--- config.mk ---
export PLATFORM = sky130hd
export DESIGN_NAME = keypad_event_decoder
export DESIGN_NICKNAME = d
export VERILOG_FILES = /design/src/rtl/keypad_event_decoder.sv
export SDC_FILE = /design/constraint.sdc
export NUM_CORES = 1
export LEC_CHECK = 0
export CAP_MARGIN = 20
export CORE_ASPECT_RATIO = 0.9
export CORE_UTILIZATION = 50
export DETAILED_ROUTE_END_ITERATION = 12
export DONT_BUFFER_PORTS = 1
export PLACE_DENSITY = 0.75
export RECOVER_POWER = 25
export SYNTH_ARGS = -nofsm -noshare
export SYNTH_HDL_FRONTEND = slang
export SYNTH_SLANG_ARGS = --single-unit
--- constraint.sdc ---
create_clock -name clk -period 7.4 [get_ports clk]
set_input_delay 1.48 -clock clk [delete_from_list [all_inputs] [get_ports clk]]
set_output_delay 1.48 -clock clk [all_outputs]
set_load 0.1 [all_outputs]
--- src/rtl/keypad_event_decoder.sv ---
// Keypad scanner consumer: classifies strobed key codes, suppresses held-key repeats,
// and queues decoded {index, ascii} events in a show-ahead FIFO drained by valid/ready.
//
// state        | meaning
// IDLE         | no key held; next valid strobe is a new press
// HELD         | held_key is down; repeats of it are ignored
// RELEASE_WAIT | cur_key went to 0; waiting for RELEASE_CYCLES zero cycles in a row
module keypad_event_decoder #(
  parameter int DEPTH          = 4,
  parameter int RELEASE_CYCLES = 8
) (
  input  logic       clk,
  input  logic       rst,
  input  logic [7:0] cur_key,
  input  logic       strobe,
  input  logic       key_ready,
  input  logic       clear_ovf,
  output logic       key_valid,
  output logic [3:0] key_index,
  output logic [7:0] key_ascii,
  output logic       overflow,
  output logic [7:0] err_cnt
);

  localparam int AW = $clog2(DEPTH);
  localparam logic [1:0] ST_IDLE = 2'd0;
  localparam logic [1:0] ST_HELD = 2'd1;
  localparam logic [1:0] ST_REL  = 2'd2;
  localparam logic [7:0] REL_LAST = 8'(RELEASE_CYCLES - 1);

  logic [1:0]  state, state_nx;
  logic [7:0]  held_key, held_nx;
  logic [7:0]  rel_cnt, rel_cnt_nx;
  logic        push;

  logic [3:0]  row_bits, col_bits;
  logic [1:0]  row, col;
  logic        row_ok, col_ok, code_valid, code_zero, code_bad, new_key;
  logic [11:0] new_event;

  logic [11:0] mem [DEPTH];
  logic [AW:0] wr_ptr, rd_ptr;
  logic [11:0] last_event, head_event;
  logic        empty, full, pop, do_push, drop;

  function automatic logic [7:0] ascii_of(input logic [3:0] idx);
    case (idx)
      4'd0:  ascii_of = 8'h31;
      4'd1:  ascii_of = 8'h32;
      4'd2:  ascii_of = 8'h33;
      4'd3:  ascii_of = 8'h41;
      4'd4:  ascii_of = 8'h34;
      4'd5:  ascii_of = 8'h35;
      4'd6:  ascii_of = 8'h36;
      4'd7:  ascii_of = 8'h42;
      4'd8:  ascii_of = 8'h37;
      4'd9:  ascii_of = 8'h38;
      4'd10: ascii_of = 8'h39;
      4'd11: ascii_of = 8'h43;
      4'd12: ascii_of = 8'h2A;
      4'd13: ascii_of = 8'h30;
      4'd14: ascii_of = 8'h23;
      default: ascii_of = 8'h44;
    endcase
  endfunction

  // Bit 7 is row0 and bit 3 is col0, so the MSB of each nibble maps to index 0.
  assign row_bits   = cur_key[7:4];
  assign col_bits   = cur_key[3:0];
  assign row        = row_bits[3] ? 2'd0 : row_bits[2] ? 2'd1 : row_bits[1] ? 2'd2 : 2'd3;
  assign col        = col_bits[3] ? 2'd0 : col_bits[2] ? 2'd1 : col_bits[1] ? 2'd2 : 2'd3;
  assign row_ok     = (row_bits != 4'd0) && ((row_bits & (row_bits - 4'd1)) == 4'd0);
  assign col_ok     = (col_bits != 4'd0) && ((col_bits & (col_bits - 4'd1)) == 4'd0);
  assign code_valid = row_ok && col_ok;
  assign code_zero  = (cur_key == 8'd0);
  assign code_bad   = strobe && !code_valid && !code_zero;
  assign new_key    = strobe && code_valid && (cur_key != held_key);
  assign new_event  = {row, col, ascii_of({row, col})};

  // rel_cnt counts consecutive zero cycles, including the one that left HELD.
  always_comb begin
    state_nx   = state;
    held_nx    = held_key;
    rel_cnt_nx = rel_cnt;
    push       = 1'b0;
    case (state)
      ST_IDLE: begin
        if (strobe && code_valid) begin
          push     = 1'b1;
          held_nx  = cur_key;
          state_nx = ST_HELD;
        end
      end
      ST_HELD: begin
        if (new_key) begin
          push    = 1'b1;
          held_nx = cur_key;
        end else if (code_zero) begin
          if (RELEASE_CYCLES == 1) begin
            held_nx  = 8'd0;
            state_nx = ST_IDLE;
          end else begin
            rel_cnt_nx = 8'd1;
            state_nx   = ST_REL;
          end
        end
      end
      ST_REL: begin
        if (new_key) begin
          push     = 1'b1;
          held_nx  = cur_key;
          state_nx = ST_HELD;
        end else if (cur_key == held_key) begin
          state_nx = ST_HELD;
        end else if (code_zero) begin
          if (rel_cnt == REL_LAST) begin
            held_nx    = 8'd0;
            rel_cnt_nx = 8'd0;
            state_nx   = ST_IDLE;
          end else begin
            rel_cnt_nx = rel_cnt + 8'd1;
          end
        end else begin
          rel_cnt_nx = 8'd0;
        end
      end
      default: state_nx = ST_IDLE;
    endcase
  end

  assign empty   = (wr_ptr == rd_ptr);
  assign full    = (wr_ptr[AW] != rd_ptr[AW]) && (wr_ptr[AW-1:0] == rd_ptr[AW-1:0]);
  assign pop     = key_valid && key_ready;
  assign do_push = push && (!full || pop);
  assign drop    = push && full && !pop;

  always_ff @(posedge clk) begin
    if (rst) begin
      state      <= ST_IDLE;
      held_key   <= 8'd0;
      rel_cnt    <= 8'd0;
      wr_ptr     <= '0;
      rd_ptr     <= '0;
      last_event <= 12'd0;
      overflow   <= 1'b0;
      err_cnt    <= 8'd0;
    end else begin
      state    <= state_nx;
      held_key <= held_nx;
      rel_cnt  <= rel_cnt_nx;
      if (do_push) wr_ptr <= wr_ptr + 1'b1;
      if (pop) begin
        rd_ptr     <= rd_ptr + 1'b1;
        last_event <= head_event;
      end
      if (drop) overflow <= 1'b1;
      else if (clear_ovf) overflow <= 1'b0;
      if (code_bad && err_cnt != 8'hFF) err_cnt <= err_cnt + 8'd1;
    end
  end

  always_ff @(posedge clk) begin
    if (!rst && do_push) mem[wr_ptr[AW-1:0]] <= new_event;
  end

  assign key_valid  = !empty;
  assign head_event = mem[rd_ptr[AW-1:0]];
  // When empty the outputs keep showing the most recently popped event.
  assign {key_index, key_ascii} = key_valid ? head_event : last_event;

endmodule
==> results of run 1 <==
tightest hold or removal path, stage by stage (launching register included):
cell,delay [ps]
dfxtp_1,320
nand2_1,50
a21oi_1,50
layer usage:
layer | up-vias | GRT usage (%) | share of wire (%)
li1 | 1568 | - | -
met1 | 1607 | 29.8 | 46
met2 | 117 | 30.9 | 45
met3 | 17 | 5.28 | 7.0
met4 | 0 | 8.33 | 1.8
met5 | - | 0 | 0
flip-flops by register name (all words and copies together) (netlist names), named ones only:
signal      count
rel_cnt         8
held_key        8
wr_ptr          3
rd_ptr          3
last_event     11
overflow        1
err_cnt         8
mem            44
state           2
final cells by class:
| cell class | instances | area (um2) |
|---|---|---|
| sequential | 90 | 2240 |
| tap | 119 | 149 |
| inverter | 23 | 86.3 |
| fill | 747 | 3870 |
| multi-input combinational | 284 | 2120 |
| timing repair buffer | 3 | 18.8 |
| clock inverter | 7 | 71.3 |
| clock buffer | 9 | 124 |
kinds of logic after synthesis:
| logic type | count (synthesis) | synth area share [%] |
|---|---|---|
| XOR/XNOR | 15 | 2.88 |
| other | 1 | 0.0823 |
| adder cells (fa/ha/maj) | 17 | 4.67 |
| AND/OR/NAND/NOR | 133 | 15.6 |
| buffers and inverters | 47 | 4.37 |
| multiplexers | 28 | 9.50 |
| AO/OA/AOI/OAI | 90 | 13.7 |
| flip-flops | 90 | 49.2 |
power by group through the flow:
stage / Sequential, mW / Clock (mW) / Combinational [mW]
after global routing: 0.564 / 0.351 / 0.182
after detailed placement: 0.572 / 0 / 0.167
after global placement: 0.572 / 0 / 0.162
after floorplan: 0.567 / 0 / 0.149
final: 0.561 / 0.326 / 0.170
after CTS: 0.561 / 0.332 / 0.167
metrics by stage:
stage	utilization, %	hold slack, ps	worst slack, ps	area [um2]	cells
5_1_grt	55.4	463	2250	4810	535
4_1_cts	55.3	453	3560	4800	533
3_5_place_dp	53.0	438	3260	4610	517
2_1_floorplan	-	421	2990	4560	421
3_3_place_gp	53.0	433	3310	4610	517
6_report	55.4	451	2430	4810	535
cells in the final DEF (no fill, tap or decap), types with 4 or more instances in the layout:
| master | n |
|---|---|
| dfxtp_1 | 46 |
| edfxtp_1 | 44 |
| nand2_1 | 33 |
| a21oi_1 | 26 |
| nand3_1 | 25 |
| inv_1 | 23 |
| ha_1 | 17 |
| nor2_1 | 14 |
| mux2_2 | 12 |
| xnor2_1 | 11 |
| mux4_2 | 11 |
| nor3_1 | 10 |
| o211ai_1 | 10 |
| nor2b_1 | 9 |
| clkbuf_8 | 9 |
| or4_1 | 8 |
| o311ai_0 | 8 |
| o21ai_0 | 7 |
| o31ai_1 | 6 |
| and2_1 | 5 |
| mux2i_1 | 5 |
| or3_1 | 5 |
| xor2_1 | 4 |
| a22oi_1 | 4 |
| o22ai_1 | 4 |
| nand4_1 | 4 |
| a31o_2 | 4 |
worst max-delay path by stage:
stage,depth (start not counted),startpoint,end,slack [ps]
global route,4,wr_ptr[2],key_index[2],2250
detailed placement,4,cur_key[4],mem[3][9],3260
global placement,4,cur_key[4],mem[3][6],3310
finish,4,wr_ptr[2],key_ascii[3],2430
floorplan,6,cur_key[2],mem[3][0],2990
CTS,2,register,key_ascii[0],3560
==> impl_results.rst, run 1 <==
.. list-table::
   :header-rows: 1

   * - Metric
     - Value
   * - Startpoint type of the worst setup path
     - register
   * - Count of state elements after synthesis
     - 90
   * - Slew @ Worst Pin
     - 2280 ps
   * - Share of the synthesized area in the top cell type
     - 29.0%
   * - Detailed-routing iteration count for the pre-antenna-repair pass
     - 5
   * - Max Buffers Root-to-Sink
     - 2
   * - Average vias per placed instance
     - 6.19
   * - Number of nets with antenna violations after routing
     - 0
   * - Worst Hold Endpoint
     - last_event[9]
   * - Switching part of the total
     - approximately a third
   * - CTS tree
     - built
   * - Worst reg2reg setup slack
     - between 3000 and 4000 ps
   * - Die Span Y
     - a little over 90 um
   * - Post-CTS resize count
     - 0
   * - Ordered cell list for the critical path
     - xor2_1 -> nand3b_1 -> clkbuf_1 -> mux2_2
   * - Sequential share of power
     - a little over half
   * - Number of different library cells in the post-synthesis netlist
     - 56
   * - Vias in the first global route
     - a little over 3k
   * - Overflow left after global routing
     - 0
   * - Most used flip-flop cell after synthesis
     - dfxtp_1
   * - Critical Path End Type
     - output pin
   * - Post-synth EDFFs
     - 44
   * - Status
     - finished, violations left
   * - Leading cell types by count after synthesis
     - dfxtp_1 (46), edfxtp_1 (44), nand2_1 (33), a21oi_1 (26), nand3_1 (25)
   * - R2r startpoint
     - wr_ptr[2]
   * - Cell types with the largest area share after synthesis
     - edfxtp_1 (29%), dfxtp_1 (20%), mux4_2 (5.4%), ha_1 (4.7%), mux2_2 (3.0%)
   * - Critical path data arrival time
     - ~3500 ps
   * - Number of instances on the worst hold path
     - 2
   * - # setup viols final
     - 0
   * - Hold Violations, Final
     - 0
   * - Violated checks
     - max-capacitance violations, max-slew violations
   * - Post-synthesis net count
     - 451
   * - Kind of critical path
     - reg2out
   * - Worst Path Max Fanout
     - 26
   * - Routed Wire Length
     - approximately 9400 um
   * - Count of input and output buffers
     - 0
   * - Drt first-iter violations
     - 185
   * - Area enclosed by the die boundary
     - between 9000 and 10000 um2
   * - Dominant cell type by area after synthesis
     - edfxtp_1
   * - Origin of the worst min-delay path
     - last_event[9]
   * - Slowest cell delay on critical path
     - about 1600 ps
   * - Final cycle utilization of the critical path
     - between 60% and 70%
   * - CTS sink cnt
     - 90
   * - Number of antenna violations at the first check in global routing
     - 0
   * - Synth warn
     - 0
   * - Final routed DRC violation total
     - 0
   * - Logic gate share of total power
     - between 10% and 20%
   * - Static leakage
     - 1.60 nW
   * - Req. time, crit path
     - between 5000 and 6000 ps
   * - Antenna diode count
     - 0
   * - Clock latency reported for the late side of the worst-skew pair
     - 370 ps
   * - Core area
     - 8690 um2
   * - Number of max-cap violations
     - 1
   * - Post-detailed-placement half-perimeter wirelength
     - ~6600 um
   * - Post-layout total power
     - approximately 1.1 mW
   * - Tot GR Track Use
     - 21.1%
   * - Cell-internal power
     - around 0.72 mW
   * - Total buffers and inverters traversed by the critical path
     - 1
   * - Synth Instances
     - ~420
   * - Area overhead of the layout relative to synthesis
     - 5.63%
   * - First-pass GRT wire length
     - about 15000 um
   * - CTS root buffer
     - clkbuf_8
   * - Max H-tree Level
     - 3
   * - Setup repair after global routing missed its margin
     - false
   * - Initial core utilization
     - 52.4%
   * - Number of buffers created by CTS
     - 9
   * - Relative slew slack
     - -51.8%
   * - Final layout net count
     - 441
   * - Clock transition at the registers of the reported paths
     - between 100 and 150 ps
   * - Maximum number of pins on one net before global-route repair
     - 46
   * - Type of the worst min-delay path
     - reg2reg
   * - Portion of the post-synthesis area used by sequential elements
     - slightly below 50%
   * - Number of I/O pins
     - 35
   * - Hold-fix buffers, CTS
     - 0
   * - Ys async rst share
     - 0%
   * - Final Slew Violations
     - 26
   * - Post-CTS setup repair buffer count
     - 0
   * - Areal power density over the cells
     - about 220 nW/um2
   * - Floorplan row count
     - 32
   * - Peak ir drop on the vdd network
     - 0.108 mV
   * - Post-Route Setup TNS
     - 0 ps
   * - Post-Syn Area
     - about 4600 um2
   * - Worst reg-to-reg path cell count
     - 6
   * - Slowest cell on the critical path
     - clkbuf_1
   * - Average routed wire per standard cell
     - between 15 and 20 um
   * - Floorplan die width
     - roughly 100 um
   * - Average footprint of a synthesized cell
     - 10.8 um2
   * - Shortest period the worst path allows
     - between 4000 and 5000 ps
   * - Fraction of layout instances using a drive strength above 1
     - between 10% and 20%
   * - Setup skew after layout
     - ~17 ps
   * - Largest delay contributor family on the critical path
     - buffers and inverters
   * - Count leader, synth
     - dfxtp_1
   * - Total number of vias
     - 3309
   * - Sw power
     - 0.334 mW
   * - Fmax
     - ~200 MHz
   * - Clock group share of total power
     - around 30%
   * - Final weighted congestion in routability-driven placement
     - about 0.85
(Power assumes the default switching activity.)
==> run 2: changes to the inputs <==
Settings changed: PLACE_DENSITY 0.75 to 0.78.
Clock period 7.4 ns to 4.4 ns, I/O delays scaled along.
==> run 2 against run 1 <==
  * The run now ends clean
  * Clock skew shrank 6.0 ps
  * Power grew 66%
  * Combinational power grew 79%
  * Highest routed layer unchanged
  * Register-to-register slack lost 2400 ps
  * Cell count grew 0.75%
  * Sequential power grew 65%
  * Sequential cell count is the same
==> impl_results.rst, run 2 (same netlist as run 1, synthesis figures left out) <==
.. list-table::
   :header-rows: 1

   * - Metric
     - Value
   * - Status
     - finished, final reports clean
   * - Die Span Y
     - 92.6 um (unchanged)
   * - Final layout net count
     - 445 (+0.91%)
   * - CTS root buffer
     - clkbuf_8
   * - Slew @ Worst Pin
     - 1410 ps (-864 ps)
   * - CTS tree
     - built
   * - # setup viols final
     - 0 (unchanged)
   * - Antenna diode count
     - 0 (unchanged)
   * - Static leakage
     - 1.61 nW (+0.62%)
   * - Count of input and output buffers
     - 0 (unchanged)
   * - Req. time, crit path
     - 3520 ps (-2400 ps)
   * - Sequential share of power
     - 52.7% (-0.4 points)
   * - Cell-internal power
     - 1.21 mW (+68%)
   * - Average vias per placed instance
     - 6.09 (-1.6%)
   * - Area enclosed by the die boundary
     - 9500 um2 (unchanged)
   * - Startpoint type of the worst setup path
     - register
   * - Critical Path End Type
     - output pin
   * - Floorplan die width
     - 103 um (unchanged)
   * - Launch point of the worst path
     - rd_ptr[2]
   * - Final cycle utilization of the critical path
     - 80.2%
   * - Number of I/O pins
     - 35 (unchanged)
   * - Average routed wire per standard cell
     - 17.7 um (+0.36%)
   * - CTS sink cnt
     - 90 (unchanged)
   * - Fraction of layout instances using a drive strength above 1
     - 12.1% (+0.36 points)
   * - Worst reg2reg setup slack
     - 1370 ps (-2370 ps)
   * - Number of instances on the worst hold path
     - 2 (unchanged)
   * - Post-layout total power
     - 1.76 mW (+66%)
   * - Routed Wire Length
     - 9530 um (+1.1%)
   * - Max H-tree Level
     - 3 (unchanged)
   * - Initial core utilization
     - 52.4% (unchanged)
   * - Detailed-routing iteration count for the pre-antenna-repair pass
     - 4 (-1)
   * - Leading cell type in the layout, fill and taps excluded
     - dfxtp_1
   * - Number of max-cap violations
     - 0 (-1)
   * - Clock group share of total power
     - 29.9% (-1.0 points)
   * - Final Slew Violations
     - 0 (-100%)
   * - Number of nets with antenna violations after routing
     - 0 (unchanged)
   * - Origin of the worst min-delay path
     - last_event[9]
   * - Areal power density over the cells
     - 365 nW/um2 (+66%)
   * - Setup repair after global routing missed its margin
     - false
   * - Vias in the first global route
     - 3139 (+2.6%)
   * - Post-CTS setup repair buffer count
     - 0 (unchanged)
   * - Post-detailed-placement half-perimeter wirelength
     - 6800 um (+2.9%)
   * - Tot GR Track Use
     - 21.5% (+0.38 points)
   * - Maximum number of pins on one net before global-route repair
     - 46 (unchanged)
   * - Core area
     - 8690 um2 (unchanged)
   * - Kind of critical path
     - reg2out
   * - Max Buffers Root-to-Sink
     - 2 (unchanged)
   * - Peak ir drop on the vdd network
     - 0.207 mV (+91%)
   * - Total number of vias
     - 3282 (-0.82%)
   * - Drt first-iter violations
     - 251 (+36%)
   * - Setup skew after layout
     - 11.5 ps (-5.99 ps)
   * - First-pass GRT wire length
     - 15500 um (+2.5%)
   * - Switching part of the total
     - 31.1% (-0.51 points)
   * - Fmax
     - 283 MHz
   * - Logic gate share of total power
     - 17.3% (+1.3 points)
   * - Floorplan row count
     - 32 (unchanged)
   * - Setup slack after layout
     - 871 ps (-1560 ps)
   * - Area overhead of the layout relative to synthesis
     - 5.79%
   * - Worst reg-to-reg path cell count
     - 6 (unchanged)
   * - R2r startpoint
     - err_cnt[3]
   * - Post-place setup slack
     - 1050 ps (-2210 ps)
   * - Final routed DRC violation total
     - 0 (unchanged)
   * - Overflow left after global routing
     - 0 (unchanged)
   * - Shortest period the worst path allows
     - ~3500 ps
   * - Clock transition at the registers of the reported paths
     - 100 ps (about the same)
   * - Critical path data arrival time
     - 2650 ps (-840 ps)
   * - Relative slew slack
     - 5.84% (+58 points)
   * - Post-Route Setup TNS
     - 0 ps (unchanged)
   * - Worst Hold Slack
     - 452 ps (+0.899 ps)
   * - Final weighted congestion in routability-driven placement
     - 0.930 (+9.8%)
   * - Post-CTS resize count
     - 0 (unchanged)
   * - Number of buffers created by CTS
     - 9 (unchanged)
   * - Hold-fix buffers, CTS
     - 0 (unchanged)
   * - Worst Path Max Fanout
     - 26 (unchanged)
   * - Number of flip-flops under the largest register name
     - 44 (unchanged)
   * - Number of antenna violations at the first check in global routing
     - 0 (unchanged)
   * - Sw power
     - 0.546 mW (+64%)
   * - Type of the worst min-delay path
     - reg2reg
   * - Most used cells in the layout excluding fill and tap cells
     - dfxtp_1 (46), edfxtp_1 (44), nand2_1 (33)
   * - Total of fill cells in the finished design
     - 758 (+1.5%)
   * - Worst Hold Endpoint
     - last_event[9]
   * - Reg-to-Reg End
     - err_cnt[3]
   * - Hold Violations, Final
     - 0 (unchanged)
   * - Clock latency reported for the late side of the worst-skew pair
     - 360 ps (about the same)
==> run 2: cell count changes in the layout (fill, tap and decap cells not counted), sizes merged <==
cell    before  now
clkbuf      11   12
buf          1    5
inv         27   28
clkinv       3    1
==> run 2: routing by layer <==
layer  part of all wire, %  track usage [%]  up-vias
met2                    46             32.3      101
met5                     0                0        -
met4                   1.5             7.02        0
met3                   7.4             5.66       15
li1                      -                -     1575
met1                    45             30.1     1591
==> run 2: layout make-up <==
class	count	area (um2)	area share [%]
multi-input combinational	284	2120	44.0
clock inverter	6	48.8	1.01
inverter	23	86.3	1.79
tap	119	149	3.09
clock buffer	10	128	2.65
sequential	90	2240	46.5
timing repair buffer	7	45.0	0.934
==> run 2: how the worst max path moves through the flow <==
stage                   end  depth (start not counted)
2_1_floorplan     mem[3][0]                          6
5_1_grt        key_ascii[3]                          4
4_1_cts        key_ascii[2]                          2
3_5_place_dp      mem[0][1]                          5
3_3_place_gp      mem[0][6]                          5
6_report       key_ascii[3]                          4
==> run 2: stage by stage <==
step	util, %	cell area (um2)	cells
3_5_place_dp	53.5	4650	523
4_1_cts	55.6	4830	539
3_3_place_gp	53.5	4650	523
5_1_grt	55.5	4820	539
6_report	55.5	4820	539
2_1_floorplan	-	4560	421
==> run 2: power groups by stage <==
stage	sequential, mW	combinational (mW)	clock [mW]
after floorplan	0.954	0.251	0
after global placement	0.944	0.294	0
after detailed placement	0.946	0.303	0
after CTS	0.927	0.304	0.538
after global routing	0.930	0.327	0.570
final	0.927	0.305	0.526
==> run 2: worst max-delay path, stage by stage (launching register included) <==
cell and delay, ps:
dfxtp_1 380, xor2_1 170, nand3b_1 130, clkbuf_1 900
mux2_2 700
